### config.mk
export PLATFORM = sky130hd
export DESIGN_NAME = button_debounce
export DESIGN_NICKNAME = d
export VERILOG_FILES = /design/src/rtl/button_debounce_pkg.sv /design/src/rtl/button_debounce_channel.sv /design/src/rtl/button_debounce.sv
export SDC_FILE = /design/constraint.sdc
export NUM_CORES = 1
export LEC_CHECK = 0
export CAP_MARGIN = 20
export CORE_MARGIN = 8
export CORE_UTILIZATION = 35
export DETAILED_ROUTE_END_ITERATION = 10
export GPL_TIMING_DRIVEN = 0
export PLACE_DENSITY = 0.56
export SETUP_SLACK_MARGIN = 0.3
export SYNTH_ARGS = -nofsm -noshare
export SYNTH_HDL_FRONTEND = slang
export SYNTH_SLANG_ARGS = --single-unit
### constraint.sdc
create_clock -name i_clk -period 2.25 [get_ports i_clk]
set_clock_uncertainty 0.1 [all_clocks]
set_input_delay 0.45 -clock i_clk [delete_from_list [all_inputs] [get_ports i_clk]]
set_output_delay 0.45 -clock i_clk [all_outputs]
set_load 0.01 [all_outputs]
### src/rtl/button_debounce_pkg.sv
// button_debounce_pkg: shared types and constants for the front-panel button debouncer.
//   Provides debounce_state_e, SYNC_STAGES and CLK_FREQ_HZ.
//   Macro BUTTON_DEBOUNCE_SYNC3_EN selects a 3-flop synchronizer; the default is 2 flops.
package waveform_pkg;
   typedef enum logic {ST_STABLE, ST_WAIT} debounce_state_e;
`ifdef BUTTON_DEBOUNCE_SYNC3_EN
   localparam int SYNC_STAGES = 3;
`else
   localparam int SYNC_STAGES = 2;
`endif
   localparam int CLK_FREQ_HZ = 50_000_000;
endpackage

### src/rtl/button_debounce_channel.sv
// debounce_channel: single-bit synchronizer, stability counter and accept FSM.
//   i_clk       system clock
//   i_rst_n     synchronous active-low reset
//   i_btn_raw   raw asynchronous pin
//   o_btn_level debounced level, 1 = pressed
//   o_busy      1 while a pending change is being qualified
//   Synchronizer depth follows SYNC_STAGES (macro BUTTON_DEBOUNCE_SYNC3_EN).
module debounce_channel
   import waveform_pkg::*;
#(
   parameter int   DEBOUNCE_CYCLES = 4,
   parameter logic ACTIVE_LOW      = 1'b1
) (
   input  logic i_clk,
   input  logic i_rst_n,
   input  logic i_btn_raw,
   output logic o_btn_level,
   output logic o_busy
);
   localparam int CNT_WIDTH = $clog2(DEBOUNCE_CYCLES);
   localparam logic [CNT_WIDTH-1:0] CNT_MAX = CNT_WIDTH'(DEBOUNCE_CYCLES - 1);
   logic [SYNC_STAGES-1:0] sync_q;
   debounce_state_e state_q, state_d;
   logic [CNT_WIDTH-1:0] cnt_q, cnt_d;
   logic level_q, level_d, busy_q, busy_d;
   logic pressed;
   assign pressed = sync_q[SYNC_STAGES-1] ^ ACTIVE_LOW;
   always_ff @(posedge i_clk) begin
      if (!i_rst_n) begin
         // preload the released level so reset release never looks like a press
         sync_q  <= {SYNC_STAGES{ACTIVE_LOW}};
         state_q <= ST_STABLE;
         cnt_q   <= '0;
         level_q <= 1'b0;
         busy_q  <= 1'b0;
      end else begin
         sync_q  <= {sync_q[SYNC_STAGES-2:0], i_btn_raw};
         state_q <= state_d;
         cnt_q   <= cnt_d;
         level_q <= level_d;
         busy_q  <= busy_d;
      end
   end
   always_comb begin
      state_d = state_q;
      cnt_d   = cnt_q;
      level_d = level_q;
      busy_d  = busy_q;
      if (state_q == ST_STABLE) begin
         if (pressed != level_q) begin
            state_d = ST_WAIT;
            cnt_d   = '0;
            busy_d  = 1'b1;
         end
      end else if (pressed == level_q) begin
         state_d = ST_STABLE;
         cnt_d   = '0;
         busy_d  = 1'b0;
      end else if (cnt_q == CNT_MAX) begin
         level_d = ~level_q;
         state_d = ST_STABLE;
         cnt_d   = '0;
         busy_d  = 1'b0;
      end else begin
         cnt_d = cnt_q + 1'b1;
      end
   end
   assign o_btn_level = level_q;
   assign o_busy      = busy_q;
endmodule

### src/rtl/button_debounce.sv
// button_debounce: per-channel synchronizer and debouncer for front-panel buttons.
//   i_clk       system clock
//   i_rst_n     synchronous active-low reset
//   i_btn_raw   WIDTH raw asynchronous pins
//   o_btn_level WIDTH debounced levels, 1 = pressed
//   o_busy      WIDTH flags, 1 while a channel qualifies a pending change
//   Macro BUTTON_DEBOUNCE_SYNC3_EN selects a 3-flop synchronizer (default 2).
module button_debounce
   import waveform_pkg::*;
#(
   parameter int   WIDTH           = 1,
   parameter int   DEBOUNCE_CYCLES = CLK_FREQ_HZ / 100,
   parameter logic ACTIVE_LOW      = 1'b1
) (
   input  logic             i_clk,
   input  logic             i_rst_n,
   input  logic [WIDTH-1:0] i_btn_raw,
   output logic [WIDTH-1:0] o_btn_level,
   output logic [WIDTH-1:0] o_busy
);
   for (genvar g = 0; g < WIDTH; g++) begin : g_ch
      debounce_channel #(
         .DEBOUNCE_CYCLES(DEBOUNCE_CYCLES),
         .ACTIVE_LOW     (ACTIVE_LOW)
      ) u_ch (
         .i_clk      (i_clk),
         .i_rst_n    (i_rst_n),
         .i_btn_raw  (i_btn_raw[g]),
         .o_btn_level(o_btn_level[g]),
         .o_busy     (o_busy[g])
      );
   end
endmodule

==> flow_metrics.env, run 1 <==
export IMPL_status="completed"
export IMPL_clkSinkCount=24
export IMPL_synth_area_top_cells="dfxtp_1 39%, nand2_1 4.8%, o21ai_0 4.4%, xnor2_1 4.2%, a22o_2 3.2%"
export IMPL_cp_required_ns=2.38
export IMPL_syn_to_final_growth_pct=27.0
export IMPL_crit_path_frequent_cell="a21o_1"
export IMPL_use_met2_pct=21.8
export IMPL_finalCritPeriodShare_pct=94.4
export IMPL_cp_max_fo=5
export IMPL_ctsHoldBuffers=0
export IMPL_ys_seq_area_share_pct=38.8
export IMPL_ios=5
export IMPL_timing_fmax_mhz=471
export IMPL_total_power_mw=0.656
export IMPL_drc=0
export IMPL_grt_overflow_total=0
export IMPL_hold_path_class="flip-flop to flip-flop"
export IMPL_routed_wl_um=3080
export IMPL_wl_per_cell_um=14.6
export IMPL_cts_tree="done"
export IMPL_cellLeakagePower_nw=0.571
export IMPL_layout_drive_gt1_share_pct=29.1
export IMPL_avgSynthCellArea_um2=8.48
export IMPL_synthArstFlopShare_pct=0
export IMPL_mostFrequentLayoutCell="dfxtp_1"
export IMPL_numPortBuffers=4
export IMPL_avgViaCountPerCell=5.44
export IMPL_tightest_slew_ns=0.372
export IMPL_final_cell_mix="19 x dfxtp_1, 16 x nand2_1, 9 x buf_4"
export IMPL_grtUsageMet3_pct=1.84
export IMPL_die_area_mm2=0.00570
export IMPL_setup_viol=0
export IMPL_nNetsFinal=171
export IMPL_slew_headroom_pct=75.2
export IMPL_met1_usage_pct=13.4
export IMPL_drt_iter0_drc=39
export IMPL_num_rows=21
export IMPL_start_kind="flip-flop"
export IMPL_worst_setup_path_type="flip-flop to flip-flop"
export IMPL_synth_edff_count=0
export IMPL_clk_latency_ns=0.31
export IMPL_ys_ff_latch=24
export IMPL_ant_nets=0
export IMPL_grt_busiest_layer="met2"
export IMPL_finalMaxSlewViolations=0
export IMPL_dp_hpwl_um=1980
export IMPL_antenna_found_initial=0
export IMPL_grtUsageTotal_pct=12.2
export IMPL_cts_root_buffer="clkbuf_4"
export IMPL_cp_arrival_ns=2.25
export IMPL_cp_top_family="simple AND/OR/NAND/NOR gates"
export IMPL_clk_pin_slew_ns=0.13
export IMPL_peakVddDrop_mv=0.219
export IMPL_cp_end_kind="flip-flop"
export IMPL_final_cell_area_mm2=0.00157
export IMPL_ys_flop_type="dfxtp_1"
export IMPL_die_w_um=75.5
export IMPL_cts_buffers=3
export IMPL_cap_viol_max_count=0
export IMPL_vias=1147
export IMPL_h_tree_depth=1
export IMPL_placed_area_mm2=0.00135
export IMPL_grt_max_degree=13
export IMPL_worst_path_buf_inv=1
export IMPL_rsz0062_at_grt="true"
export IMPL_slowest_stage="or4_4"
export IMPL_syn_cell_area_mm2=0.00124
export IMPL_yosys_cell_types_count=44
export IMPL_power_density_mw_per_mm2=417
export IMPL_fp_coreArea_mm2=0.00336
export IMPL_hold_ws_ns=0.348
export IMPL_first_pass_iters=4
export IMPL_ys_warnings_count=0
export IMPL_yosysTopAreaCell="dfxtp_1"
export IMPL_fin_crit_ns=2.12
export IMPL_fp_dieH_um=75.5
export IMPL_max_stage_delay_ns=0.52
export IMPL_gp_congestion=0.774
export IMPL_grt_pass1_wl_um=5390
export IMPL_timing_hold_violations_final=0
export IMPL_clk_path_buf_depth=2
export IMPL_final_util_pct=46.8
export IMPL_cp_cell_sequence="or4_4, or3_4, o21a_4, buf_6, a21o_1, a21o_1"
export IMPL_start_util_pct=36.8
export IMPL_syn_nets=150
export IMPL_diodes=0
export IMPL_synth_top_area_share_pct=38.8
export IMPL_synthCells=146
export IMPL_grt_pass1_vias=1204
cells in the mapped netlist, drive strengths merged (2+ instances only):
cell    number
o21ai       14
nor2         6
nor4b        2
or3          6
xnor2        6
dfxtp       24
nor4         2
and4         3
buf          3
a22o         4
nor3         7
nand3        7
a21o         5
a21oi        6
nand2b       2
nand2       16
inv          6
xor2         2
or4          2
and3         4
nand4        4
worst register-to-register path: stages, from the launching register on:
cell and delay (ns):
dfxtp_4 0.37, or4_4 0.52, or3_4 0.37, o21a_4 0.23, buf_6 0.13, a21o_1 0.15, a21o_1 0.16
layout make-up:
cell class	count	area, µm²
buffer	4	38.8
clock buffer	3	22.5
tap	46	57.6
fill	360	1790
sequential	24	492
multi-input combinational	112	798
inverter	6	22.5
timing repair buffer	16	141
power by group:
group / switching [mW] / internal (mW) / leakage, nW / total (mW)
Clock: 0.129 / 0.0627 / 0.0138 / 0.192
Sequential: 0.00224 / 0.426 / 0.197 / 0.428
Combinational: 0.0206 / 0.0156 / 0.360 / 0.0362
path summary, 6_finish.rpt:
path         slack [ns]  depth (start not counted)                                from                                  to
max                0.13                          6  g_ch[0].u_ch.cnt_q[5]$_SDFFE_PN0P_  g_ch[0].u_ch.cnt_q[8]$_SDFFE_PN0P_
min                0.35                          1   g_ch[0].u_ch.sync_q[0]$_SDFF_PN1_   g_ch[0].u_ch.sync_q[1]$_SDFF_PN1_
max reg2reg        0.13                          6  g_ch[0].u_ch.cnt_q[5]$_SDFFE_PN0P_  g_ch[0].u_ch.cnt_q[8]$_SDFFE_PN0P_
min reg2reg        0.35                          1   g_ch[0].u_ch.sync_q[0]$_SDFF_PN1_   g_ch[0].u_ch.sync_q[1]$_SDFF_PN1_
sequential cells by signal, summed over array words and instances, names as in the netlist:
signal and cells:
g_ch.u_ch.cnt_q 19, g_ch.u_ch.state_q 1, g_ch.u_ch.sync_q 2, g_ch.u_ch.o_busy 1, g_ch.u_ch.o_btn_level 1
logic make-up after synthesis:
kind of cell,share of synthesized area [%]
simple gates,31.4
buf+inv,4.55
xor+xnor,5.66
fa+ha+maj,1.01
flops,38.8
mux,0.808
compound gates,17.8
routing by layer:
metal | vias up | routed length (µm)
met1 | 552 | 1410
li1 | 575 | -
met4 | 0 | 59
met2 | 14 | 1530
met3 | 6 | 68
met5 | - | 0
stage by stage:
stage | TNS, ns | setup slack, ns | cells
global placement | -0.992 | -0.122 | 196
CTS | 0 | 0.134 | 208
detailed placement | -1.15 | -0.152 | 196
global route | 0 | 0.0919 | 211
floorplan | 0 | 0.230 | 146
finish | 0 | 0.126 | 211
timing repair:
item                                    CTS  global route
cloned                                    1             0
endpoints found under the setup margin   21            20
setup buffers                             8             3
resized for setup                        16            14
hold endpoints to repair                  0             0
pin swaps                                 4             5
No activity file was read; power rests on OpenSTA's default activity.
==> run 2, diff against run 1 <==
==> constraint.sdc (replaced) <==
create_clock -name i_clk -period 1.75 [get_ports i_clk]
set_clock_uncertainty 0.1 [all_clocks]
set_input_delay 0.4375 -clock i_clk [delete_from_list [all_inputs] [get_ports i_clk]]
set_output_delay 0.4375 -clock i_clk [all_outputs]
set_load 0.01 [all_outputs]
==> flow_metrics.env, run 2 (synthesis results as in run 1) <==
export IMPL_vias=1133
export IMPL_tightest_slew_ns=0.371
export IMPL_routed_wl_um=3140
export IMPL_timing_rr_end="g_ch[0].u_ch.cnt_q[8]$_SDFFE_PN0P_"
export IMPL_dpl_cell_count=196
export IMPL_die_w_um=75.5
export IMPL_grt_max_degree=13
export IMPL_slowest_stage="or4_4"
export IMPL_clkSinkCount=24
export IMPL_nFillCells=350
export IMPL_clk_latency_ns=0.32
export IMPL_clk_path_buf_depth=2
export IMPL_cp_max_fo=5
export IMPL_power_density_mw_per_mm2=509
export IMPL_ios=5
export IMPL_avgViaCountPerCell=5.27
export IMPL_cp_cell_sequence="or4_4, or3_4, o21a_4, buf_6, a21o_1, a21o_1"
export IMPL_num_rows=21
export IMPL_worst_setup_path_type="flip-flop to flip-flop"
export IMPL_hold_path_class="flip-flop to flip-flop"
export IMPL_finalCritPeriodShare_pct=121
export IMPL_hold_path_depth=1
export IMPL_worstHoldStart="g_ch[0].u_ch.sync_q[0]$_SDFF_PN1_"
export IMPL_rrSetupSlack_ns=-0.36
export IMPL_final_cell_area_mm2=0.00165
export IMPL_fin_crit_ns=2.11
export IMPL_cap_viol_max_count=0
export IMPL_peakVddDrop_mv=0.482
export IMPL_setup_viol=22
export IMPL_start_util_pct=36.8
export IMPL_ant_nets=0
export IMPL_numPortBuffers=4
export IMPL_slew_headroom_pct=75.2
export IMPL_violations="negative setup slack"
export IMPL_final_cell_mix="16 x nand2_1, 16 x dfxtp_1, 10 x buf_4"
export IMPL_setup_ws_ns=-0.360
export IMPL_crit_path_frequent_cell="a21o_1"
export IMPL_dp_hpwl_um=1970
export IMPL_cp_end_kind="flip-flop"
export IMPL_clk_pin_slew_ns=0.13
export IMPL_first_pass_iters=4
export IMPL_placed_area_mm2=0.00135
export IMPL_grtUsageTotal_pct=11.8
export IMPL_cp_required_ns=1.88
export IMPL_r2r_start="g_ch[0].u_ch.cnt_q[5]$_SDFFE_PN0P_"
export IMPL_die_area_mm2=0.00570
export IMPL_antenna_found_initial=0
export IMPL_cts_tree="done"
export IMPL_rsz0062_at_grt="true"
export IMPL_instances_no_fill=215
export IMPL_max_stage_delay_ns=0.52
export IMPL_diodes=0
export IMPL_timing_fmax_mhz=474
export IMPL_start_kind="flip-flop"
export IMPL_layout_drive_gt1_share_pct=39.6
export IMPL_cellLeakagePower_nw=0.610
export IMPL_cts_buffers=3
export IMPL_total_power_mw=0.840
export IMPL_fp_dieH_um=75.5
export IMPL_cp_arrival_ns=2.24
export IMPL_largest_reg_flops=19
export IMPL_dp_worst_setup_slack_ns=-0.666
export IMPL_gp_congestion=0.816
export IMPL_nNetsFinal=175
export IMPL_reg_top3="g_ch.u_ch.cnt_q: 19 flops, g_ch.u_ch.sync_q: 2 flops"
export IMPL_r2r_cells=6
export IMPL_cts_root_buffer="clkbuf_4"
export IMPL_drc=0
export IMPL_grt_pass1_wl_um=5250
export IMPL_whs_endpoint="g_ch[0].u_ch.sync_q[1]$_SDFF_PN1_"
export IMPL_drt_iter0_drc=118
export IMPL_grt_overflow_total=0
export IMPL_grt_pass1_vias=1180
export IMPL_syn_to_final_growth_pct=33.2
export IMPL_status="finished with violations"
export IMPL_largest_register="g_ch.u_ch.cnt_q"
export IMPL_h_tree_depth=1
export IMPL_timing_hold_violations_final=0
export IMPL_fp_coreArea_mm2=0.00336
export IMPL_wl_per_cell_um=14.6
export IMPL_finalMaxSlewViolations=0
-- run 2: changes by cell type in the layout (fill, tap and decap cells not counted), sizes merged --
cell           delta
buf               +6
clkdlybuf4s50     -2
-- run 2: area by class of cell --
type | count | area (µm²) | share of cell area (%)
Tap cell | 46 | 57.6 | 3.49
Clock buffer | 3 | 22.5 | 1.36
Sequential cell | 24 | 498 | 30.2
Inverter | 6 | 22.5 | 1.36
Multi-Input combinational cell | 112 | 838 | 50.8
Buffer | 4 | 38.8 | 2.35
Timing Repair Buffer | 20 | 173 | 10.5
-- run 2: worst max-delay path by stage --
stage / start / to
4_1_cts: g_ch[0].u_ch.cnt_q[5]$_SDFFE_PN0P_ / g_ch[0].u_ch.cnt_q[8]$_SDFFE_PN0P_
2_1_floorplan: g_ch[0].u_ch.cnt_q[5]$_SDFFE_PN0P_ / g_ch[0].u_ch.cnt_q[8]$_SDFFE_PN0P_
6_report: g_ch[0].u_ch.cnt_q[5]$_SDFFE_PN0P_ / g_ch[0].u_ch.cnt_q[8]$_SDFFE_PN0P_
5_1_grt: g_ch[0].u_ch.cnt_q[5]$_SDFFE_PN0P_ / g_ch[0].u_ch.cnt_q[8]$_SDFFE_PN0P_
3_5_place_dp: i_rst_n / g_ch[0].u_ch.cnt_q[14]$_SDFFE_PN0P_
3_3_place_gp: i_rst_n / g_ch[0].u_ch.cnt_q[14]$_SDFFE_PN0P_
-- run 2: through the flow --
stage / hold WS (ns) / utilization, % / TNS (ns)
CTS: 0.339 / 45.6 / -5.21
floorplan: 0.286 / - / -2.67
finish: 0.330 / 49.1 / -5.59
global placement: 0.297 / 40.0 / -10.28
global route: 0.351 / 49.1 / -6.99
detailed placement: 0.302 / 40.0 / -10.98
-- run 2: repair_timing --
item | CTS | global route
pin swaps | 17 | 6
cloned | 0 | 1
buffers inserted | 10 | 5
resized for setup | 37 | 20
hold buffers | 0 | 0
setup endpoints to repair | 24 | 24
-- run 2: critical path, delay by kind of cell (launching register included) --
family | cells | cell delay [ns]
AND/OR/NAND/NOR | 2 | 0.89
AO/OA/AOI/OAI | 3 | 0.52
flip-flops | 1 | 0.37
buffers and inverters | 1 | 0.13
-- run 2: per-layer routing --
| layer | routed length [µm] | track usage (%) |
|---|---|---|
| met5 | 0 | 0 |
| met4 | 34 | 2.35 |
| met3 | 124 | 3.82 |
| met2 | 1600 | 21.8 |
| met1 | 1380 | 12.9 |
-- run 2: report_power, final --
group	switching (mW)	internal, mW
combinational	0.0270	0.0189
sequential	0.00308	0.546
clock	0.164	0.0807
==> run 3, diff against run 2 <==
--- a/config.mk
+++ b/config.mk
@@ -7,10 +7,10 @@
 export LEC_CHECK = 0
 export CAP_MARGIN = 20
 export CORE_MARGIN = 8
-export CORE_UTILIZATION = 35
+export CORE_UTILIZATION = 53
 export DETAILED_ROUTE_END_ITERATION = 10
 export GPL_TIMING_DRIVEN = 0
-export PLACE_DENSITY = 0.56
+export PLACE_DENSITY = 0.77
 export SETUP_SLACK_MARGIN = 0.3
 export SYNTH_ARGS = -nofsm -noshare
 export SYNTH_HDL_FRONTEND = slang
==> flow_metrics.env, run 3 (synthesis results as in run 1) <==
export IMPL_dp_worst_setup_slack_ns=-0.627
export IMPL_nFillCells=186
export IMPL_grtUsageTotal_pct=15.0
export IMPL_grt_pass1_wl_um=5060
export IMPL_hold_path_class="flip-flop to flip-flop"
export IMPL_total_power_mw=0.896
export IMPL_hold_ws_ns=0.336
export IMPL_comb_power_share_pct=5.1
export IMPL_start_util_pct=56.0
export IMPL_drt_iter0_drc=67
export IMPL_avgViaCountPerCell=6.10
export IMPL_num_rows=17
export IMPL_die_area_mm2=0.00414
export IMPL_power_density_mw_per_mm2=569
export IMPL_cellLeakagePower_nw=0.597
export IMPL_vias=1195
export IMPL_status="finished with violations"
export IMPL_fin_crit_ns=2.15
export IMPL_violations="negative setup slack"
export IMPL_start_kind="flip-flop"
export IMPL_diodes=0
export IMPL_placed_area_mm2=0.00132
export IMPL_dp_hpwl_um=1940
export IMPL_clkSinkCount=24
export IMPL_peakVddDrop_mv=0.465
export IMPL_h_tree_depth=1
export IMPL_syn_to_final_growth_pct=27.3
export IMPL_ant_nets=0
export IMPL_largest_register="g_ch.u_ch.cnt_q"
export IMPL_largest_reg_flops=19
export IMPL_setup_viol=18
export IMPL_p_int_mw=0.694
export IMPL_nNetsFinal=173
export IMPL_drc=0
export IMPL_final_cell_mix="17 x dfxtp_1, 16 x nand2_1, 9 x buf_6, 9 x buf_4, 8 x o21ai_1"
export IMPL_clkPwrFrac_pct=33.5
export IMPL_timing_hold_violations_final=0
export IMPL_reg_top3="g_ch.u_ch.cnt_q: 19 flops, g_ch.u_ch.sync_q: 2 flops"
export IMPL_cap_viol_max_count=0
export IMPL_rrSetupSlack_ns=-0.40
export IMPL_wl_per_cell_um=15.9
export IMPL_cp_end_kind="flip-flop"
export IMPL_clk_pin_slew_ns=0.13
export IMPL_sw_frac_of_total_pct=22.6
export IMPL_clk_latency_ns=0.33
export IMPL_ios=5
export IMPL_numPortBuffers=4
export IMPL_ctsHoldBuffers=0
export IMPL_hold_path_depth=1
export IMPL_p_seq_share_pct=61.4
export IMPL_finalCritPeriodShare_pct=123
export IMPL_clk_path_buf_depth=2
export IMPL_finalMaxSlewViolations=0
export IMPL_worst_setup_path_type="flip-flop to flip-flop"
export IMPL_first_pass_iters=4
export IMPL_tightest_slew_ns=0.386
export IMPL_grt_max_degree=14
export IMPL_cp_arrival_ns=2.29
export IMPL_cp_required_ns=1.89
export IMPL_grt_overflow_total=0
export IMPL_timing_fmax_mhz=465
export IMPL_fp_coreArea_mm2=0.00221
export IMPL_cts_root_buffer="clkbuf_4"
export IMPL_final_util_pct=71.3
export IMPL_r2r_cells=6
export IMPL_switching_power_mw=0.203
export IMPL_final_cell_area_mm2=0.00158
export IMPL_layout_drive_gt1_share_pct=32.7
export IMPL_gp_congestion=0.851
export IMPL_grt_pass1_vias=1096
export IMPL_die_w_um=64.3
export IMPL_routed_wl_um=3120
export IMPL_setup_ws_ns=-0.399
export IMPL_slew_headroom_pct=74.1
export IMPL_cts_buffers=3
export IMPL_rsz0062_at_grt="true"
export IMPL_cp_max_fo=5
export IMPL_mostFrequentLayoutCell="dfxtp_1"
export IMPL_cts_tree="done"
export IMPL_antenna_found_initial=0
export IMPL_fp_dieH_um=64.3
## run 3: timing repair
item | in CTS | in global routing
gates cloned | 1 | 1
pin swaps | 3 | 10
setup buffers | 6 | 6
endpoints found under the setup margin | 24 | 24
resized for setup | 28 | 16
## run 3: layer usage
layer	vias to the layer above	wire [µm]	share of wire, %	global-route usage, %
li1	576	-	-	-
met1	579	1440	46	18.7
met2	32	1460	47	23.0
met3	8	169	5.4	5.05
met4	0	52	1.7	5.99
met5	-	0	0	0
## run 3: layout make-up
cell class	instances	area [µm²]	area share, %
multi-input combinational	112	790	50.1
buffer	4	38.8	2.46
inverter	6	22.5	1.43
sequential	24	494	31.3
tap	28	35.0	2.22
clock buffer	4	36.3	2.30
timing repair buffer	18	160	10.2
## run 3: final timing paths
path	from	to
min reg2reg	g_ch[0].u_ch.sync_q[0]$_SDFF_PN1_	g_ch[0].u_ch.sync_q[1]$_SDFF_PN1_
min	g_ch[0].u_ch.sync_q[0]$_SDFF_PN1_	g_ch[0].u_ch.sync_q[1]$_SDFF_PN1_
max	g_ch[0].u_ch.cnt_q[5]$_SDFFE_PN0P_	g_ch[0].u_ch.cnt_q[8]$_SDFFE_PN0P_
max reg2reg	g_ch[0].u_ch.cnt_q[5]$_SDFFE_PN0P_	g_ch[0].u_ch.cnt_q[8]$_SDFFE_PN0P_
## run 3: critical path, stage by stage (launching register included)
cell and delay (ns):
dfxtp_4 0.38, or4_4 0.53, or3_4 0.37, o21a_4 0.23, buf_6 0.13, a21o_1 0.15, a21o_1 0.16
## run 3: power by group through the flow
stage          clock network [mW]  logic [mW]  registers, mW
4_1_cts                     0.304      0.0429          0.552
5_1_grt                     0.325      0.0501          0.551
6_report                    0.300      0.0456          0.551
3_3_place_gp                    0      0.0398          0.565
3_5_place_dp                    0      0.0415          0.565
2_1_floorplan                   0      0.0242          0.565
## run 3: through the flow
step	instances	TNS (ns)
6_report	196	-5.65
5_1_grt	196	-6.34
4_1_cts	189	-4.05
3_5_place_dp	178	-9.86
3_3_place_gp	178	-9.36
2_1_floorplan	146	-2.67
